`config.mk`:
```
export PLATFORM = sky130hd
export DESIGN_NAME = add_job_sched
export DESIGN_NICKNAME = d
export VERILOG_FILES = /design/src/rtl/add_job_sched_pkg.sv /design/src/rtl/add_job_sched_rr_arb2.sv /design/src/rtl/add_job_sched.sv
export SDC_FILE = /design/constraint.sdc
export NUM_CORES = 1
export LEC_CHECK = 0
export CAP_MARGIN = 15
export CORE_ASPECT_RATIO = 1.25
export CORE_MARGIN = 1
export CORE_UTILIZATION = 30
export DETAILED_ROUTE_END_ITERATION = 6
export PLACE_DENSITY = 0.57
export SLEW_MARGIN = 20
export SYNTH_ARGS = -nofsm -noshare
export SYNTH_HDL_FRONTEND = slang
export SYNTH_SLANG_ARGS = --single-unit
```
`constraint.sdc`:
```
create_clock -name clk -period 4.3 [get_ports clk]
set_input_delay 0.645 -clock clk [delete_from_list [all_inputs] [get_ports clk]]
set_output_delay 0.645 -clock clk [all_outputs]
set_load 0.01 [all_outputs]
```
`src/rtl/add_job_sched_pkg.sv`:
```
// Shared types for the add-by-increment job scheduler.
// Holds the FSM state encoding and the default operand width.
package add_job_sched_pkg;

   localparam int DEF_W = 16;

   typedef enum logic [1:0] {
      IDLE  = 2'd0,
      COUNT = 2'd1,
      DONE  = 2'd2
   } state_e;

endpackage

```
`src/rtl/add_job_sched_rr_arb2.sv`:
```
// rr_arb2: two-way round-robin arbiter with a last-grant pointer.
// Ports: clk_i, rst_ni (async, active-low), req_i[1:0], advance_i, gnt_o[1:0] one-hot.
module rr_arb2 (
   input  logic       clk_i,
   input  logic       rst_ni,
   input  logic [1:0] req_i,
   input  logic       advance_i,
   output logic [1:0] gnt_o
);

   // Index granted most recently; 1 after reset so index 0 wins the first tie.
   logic last_q;

   always_comb begin
      gnt_o = 2'b00;
      unique case (req_i)
         2'b01:   gnt_o = 2'b01;
         2'b10:   gnt_o = 2'b10;
         2'b11:   gnt_o = last_q ? 2'b01 : 2'b10;
         default: gnt_o = 2'b00;
      endcase
   end

   always_ff @(posedge clk_i or negedge rst_ni) begin
      if (!rst_ni) begin
         last_q <= 1'b1;
      end else if (advance_i && (gnt_o != 2'b00)) begin
         last_q <= gnt_o[1];
      end
   end

endmodule

```
`src/rtl/add_job_sched.sv`:
```
// Two-requester job scheduler: adds a+b by loading a and incrementing b times.
// Ports: clk, rst (async low), req_valid/req_ready + operands, res_valid/res_ready, res, res_id, cnt, busy.
module add_job_sched
   import add_job_sched_pkg::*;
#(
   parameter int W = DEF_W
) (
   input  logic         clk,
   input  logic         rst,
   input  logic [1:0]   req_valid,
   input  logic [W-1:0] req_a0,
   input  logic [W-1:0] req_b0,
   input  logic [W-1:0] req_a1,
   input  logic [W-1:0] req_b1,
   output logic [1:0]   req_ready,
   output logic         res_valid,
   input  logic         res_ready,
   output logic [W:0]   res,
   output logic         res_id,
   output logic [W:0]   cnt,
   output logic         busy
);

   localparam logic [W:0] ONE = (W+1)'(1);

   state_e       state_q, state_d;
   logic [W:0]   res_q, res_d;
   logic [W:0]   cnt_q, cnt_d;
   logic [W-1:0] a_q, a_d;
   logic [W-1:0] b_q, b_d;
   logic         id_q, id_d;
   logic [1:0]   gnt;
   logic         adv;
   logic [W-1:0] sel_a, sel_b;

   rr_arb2 u_arb (
      .clk_i     (clk),
      .rst_ni    (rst),
      .req_i     (req_valid),
      .advance_i (adv),
      .gnt_o     (gnt)
   );

   assign sel_a = gnt[1] ? req_a1 : req_a0;
   assign sel_b = gnt[1] ? req_b1 : req_b0;

   always_comb begin
      state_d = state_q;
      res_d   = res_q;
      cnt_d   = cnt_q;
      a_d     = a_q;
      b_d     = b_q;
      id_d    = id_q;
      adv     = 1'b0;
      unique case (state_q)
         IDLE: begin
            if (req_valid != 2'b00) begin
               adv     = 1'b1;
               res_d   = {1'b0, sel_a};
               cnt_d   = {1'b0, sel_b};
               a_d     = sel_a;
               b_d     = sel_b;
               id_d    = gnt[1];
               state_d = COUNT;
            end
         end
         COUNT: begin
            // cnt reaching zero costs one extra cycle before DONE.
            if (cnt_q != '0) begin
               cnt_d = cnt_q - ONE;
               res_d = res_q + ONE;
            end else begin
               state_d = DONE;
            end
         end
         DONE: begin
            if (res_ready) state_d = IDLE;
         end
         default: state_d = IDLE;
      endcase
   end

   always_ff @(posedge clk or negedge rst) begin
      if (!rst) begin
         state_q <= IDLE;
         res_q   <= '0;
         cnt_q   <= '0;
         a_q     <= '0;
         b_q     <= '0;
         id_q    <= 1'b0;
      end else begin
         state_q <= state_d;
         res_q   <= res_d;
         cnt_q   <= cnt_d;
         a_q     <= a_d;
         b_q     <= b_d;
         id_q    <= id_d;
      end
   end

   // Grant is only offered in IDLE and is forced low while reset is held.
   assign req_ready = (state_q == IDLE && rst) ? gnt : 2'b00;
   assign res_valid = (state_q == DONE);
   assign busy      = (state_q != IDLE);
   assign res       = res_q;
   assign cnt       = cnt_q;
   assign res_id    = id_q;

endmodule
```
After elaboration in Yosys (flattened, before gate mapping)
Index checks and enable logic that the tools add are counted.
Widths: inputs -> output; s select.
{"block": "totals", "elab_cells": 44, "register_bits": 38, "out_inout_bits": 39}
{"block": "classes", "reduce_logical": 11, "add_sub_neg": 2, "n_mux": 17, "n_eq_ne": 9}
{"operator": "$mux 17", "n": 4}
{"operator": "$pmux 17 s2", "n": 2}
{"operator": "$mux 16", "n": 2}
{"operator": "$add 17x1->17 const B", "n": 1}
{"operator": "$reduce_bool 17->1", "n": 1}
{"operator": "$sub 17x1->17 const B", "n": 1}
{"operator": "$pmux 2 s3", "n": 2}
{"operator": "$mux 2", "n": 5}
{"operator": "$reduce_bool 2->1", "n": 4}
{"operator": "$eq 2x2->1 const B", "n": 3}
{"operator": "$ne 2x2->1 const B", "n": 3}
{"operator": "$reduce_and 3->1", "n": 2}
{"operator": "$eq 2x1->1 const B", "n": 2}
{"operator": "$logic_and 1x1->1", "n": 2}
{"operator": "$logic_not 2->1", "n": 1}
{"operator": "$mux 1", "n": 2}
{"operator": "$ne 2x1->1 const B", "n": 1}
{"operator": "$reduce_and 2->1", "n": 1}

Logic depth before layout (Yosys ltp)
{"block": "depth", "ltp_word": 5, "depth_mapped": 9}

Modules after synthesis
From an unflattened synthesis, not the netlist that was laid out.
{"block": "unflattened", "cells_unflattened": 304, "hier_area_um2": 2657.5}
{"mod": "add_job_sched", "cells_per_inst": 298, "area_each_um2": 2601.2, "instances": 1, "seq_area_each_um2": 925.9}
{"mod": "rr_arb2", "cells_per_inst": 6, "area_each_um2": 56.3, "instances": 1, "seq_area_each_um2": 26.3}

Least setup slack after synthesis
No wires, ideal clock.
{"block": "synth_path", "path_type": "input -> output", "from": "input req_valid[1]", "to": "output req_ready[1]", "setup_slack_ns": 2.296, "arrival_time_ns": 1.359, "path_buffers": 2, "stages": 4, "t_required_ns": 3.655, "cell_sequence": "a21bo_2 -> buf_2 -> clkbuf_1 -> nor2_1"}
{"block": "synth_between", "elab_chain_len": 3, "elab_cells_between_ends": 5, "classes_between": "eq/ne: 3; mux: 2"}
{"element": "from (decl)", "line": "add_job_sched.sv:10", "rtl": "input logic [1:0] req_valid,"}
{"element": "$eq 2x2->1 or $eq 2x1->1 (tied branches)", "line": "add_job_sched_rr_arb2.sv:16", "rtl": "unique case (req_i)"}
{"element": "$pmux 2 s3 (*)", "line": "add_job_sched_rr_arb2.sv:16"}
{"element": "$mux 2 (*)", "line": "add_job_sched.sv:102", "rtl": "assign req_ready = (state_q == IDLE && rst) ? gnt : 2'b00;"}
{"element": "to (decl)", "line": "add_job_sched.sv:15", "rtl": "output logic [1:0] req_ready,"}
Mark *: on every way between the ends. The rest lies on a longest branch, timed or not.

Worst setup path after layout
Same ends and word-level chain as after synthesis.

==> results.cfg <==
[run_status]
outcome = finished, final reports clean

[flow_run]
max-cap-violations = 0

[yosys]
synthArstFlopShare = 1.00
ys_ff_latch = 38
synth.top_cell.area_share = 0.355
syn-cell-area_um2 = 2610
synth_edf_count = 0
ys.flop_type = dfrtp_1
synthTopCellsByArea = dfrtp_1 35%, nand2_1 8.8%, mux2i_1 5.0%
synthCells = 326
ys_warn_count = 0
seq_area_frac_synth = 0.365
yosysUniqueCellTypes = 54
synth_largest_area_cell = dfrtp_1
syn_area_per_cell_um2 = 8.01
syn_nets = 397

[sta]
hold_viol = 0
slew_viol_final = 0
slew-limit-headroom = 0.539
skew_ns = 0.00865
worst_pin_slew_ns = 0.685
fin_crit_ns = 2.70
setup_viol = 0
rsz0062_at_grt = no
fmax_ghz = 0.370
finalSetupTns_ns = 0
finalCritPeriodShare = 0.629

[clock_tree]
clock_sinks = 38
cts_buffer_depth = 2
post_cts_resized = 0
clock_latency_ns = 0.29
cts_buffers = 5
cts_max_level = 2
cts_tree = done
root_buffer = clkbuf_8
hold_buffers = 0
clkTransAtPathRegs_ns = 0.08
cts_setup_buffers = 0

[global_route]
grt_pass1_wl_mm = 14.2
grt.overflow.total = 0
grt_max_degree = 39
antenna_found_initial = 0
grt_use_total = 0.198
grt_pass1_vias = 2779

[worst_setup_path]
rr_worst_depth = 8
crit_fanout = 5
regToRegSetupSlack_ns = 1.90
critPathArrivalTime_ns = 2.06
endpoint_kind = output pin
startpoint_type = primary input
crit_path_end = req_ready[1]
r2r-end = cnt[5]$_DFFE_PN0P_
critPathRequiredTime_ns = 3.65
r2r-start = cnt[0]$_DFFE_PN0P_
critPathLaunch = req_valid[1]
crit_type = primary input to output pin

[finish]
layout_commonest_cell = clkdlybuf4s50_1
final_core_util = 0.466
final_cell_mix = 106 x clkdlybuf4s50_1, 61 x nand2_1, 37 x dfrtp_1
nNetsFinal = 502
drive_above_1_share = 0.0694
area_growth_pct = 48.8
antennaDiodeCount = 0

[worst_hold_path]
min_path_type = primary input to async pin

[floorplan]
start_util = 0.313
io_pins = 108
die_area_um2 = 9080
fp-row-count = 37
fp.dieW_um = 85.4
die_h_um = 106
core-area_um2 = 8330

[route]
routed-via-count = 2864
first_iter_violations = 164
routed_wl_mm = 8.93
drt_first_pass_iters = 4
viasPerCell = 5.41
ant_nets = 0
drt-wirelength-per-cell_um = 16.9
drc_errors = 0

[power]
ir_worst_vdd_mv = 0.221
p_leak_nw = 1.59
power_density_nw_per_um2 = 539

[placed_design]
gp_congestion = 0.829
numPortBuffers = 107
place_hpwl_mm = 6.34
[critical path, cell delays in order]
cell and delay (ns):
clkdlybuf4s50_1 0.53, a21bo_2 0.25, nor2_1 0.09, clkdlybuf4s50_1 0.54
[worst min-delay path by stage]
stage	start	endpoint	slack [ns]	cells past startpoint
6_report	rst	res[13]$_DFFE_PN0P_	0.47	2
5_1_grt	rst	res[13]$_DFFE_PN0P_	0.50	2
4_1_cts	rst	res[13]$_DFFE_PN0P_	0.47	2
3_5_place_dp	u_arb.last_q$_DFFE_PN1P_	u_arb.last_q$_DFFE_PN1P_	0.50	2
3_3_place_gp	res_id$_DFFE_PN0P_	res_id$_DFFE_PN0P_	0.47	2
2_1_floorplan	rst	cnt[0]$_DFFE_PN0P_	0.35	0
[flip-flops by register name (all words and copies together) (netlist names)]
register / flops
cnt: 17
res: 17
res_id: 1
state_q: 2
u_arb.last_q: 1
[layer usage]
metal / GRT usage / share of wire / up-vias
met5: 0 / 0 / -
met4: 0.0524 / 0.0088 / 0
met3: 0.0396 / 0.051 / 7
met2: 0.344 / 0.50 / 85
met1: 0.249 / 0.44 / 1346
li1: - / - / 1426
[power by group]
group | internal (mW) | switching, mW | leakage (nW)
Sequential | 0.524 | 0.248 | 0.446
Combinational | 0.572 | 0.486 | 1.10
Clock | 0.129 | 0.134 | 0.0472
Total | 1.23 | 0.868 | 1.59
[cell usage after synthesis (9+ instances only)]
| library cell | n |
|---|---|
| o21ai_0 | 21 |
| nand2_1 | 61 |
| clkbuf_1 | 9 |
| nand3_1 | 14 |
| a21oi_1 | 25 |
| inv_1 | 9 |
| nor2_1 | 23 |
| o22a_1 | 11 |
| mux2i_1 | 13 |
| nand4_1 | 9 |
| dfrtp_1 | 37 |
| nor3_1 | 10 |
[metrics by stage]
| step | hold slack, ns | setup WS (ns) | cell area, um2 | std cells | power, mW |
|---|---|---|---|---|---|
| after floorplan | 0.349 | 2.30 | 2610 | 326 | 1.27 |
| after global placement | 0.470 | 1.63 | 3790 | 521 | 1.82 |
| after detailed placement | 0.500 | 1.58 | 3790 | 521 | 1.83 |
| after CTS | 0.470 | 1.59 | 3890 | 529 | 2.11 |
| after global routing | 0.497 | 1.56 | 3890 | 529 | 2.24 |
| final | 0.466 | 1.60 | 3890 | 529 | 2.09 |
[layout make-up]
class                   instances  area (um2)
clock buffers                   6        82.6
clock inverters                 2        12.5
fillers                       823        4450
inverters                       9        33.8
multi-input cells             261        1550
flip-flops and latches         38         952
well taps                      97         121
repair buffers                116        1130
[kinds of logic after synthesis]
kind of cell,count (synthesis),synth area share
and+or+nand+nor,145,0.269
DFF,38,0.365
AOI/OAI and AO/OA,101,0.263
muxes,13,0.0498
buffers and inverters,27,0.0441
adders and majority gates,2,0.00958
Power figures use the tool's default switching activity.
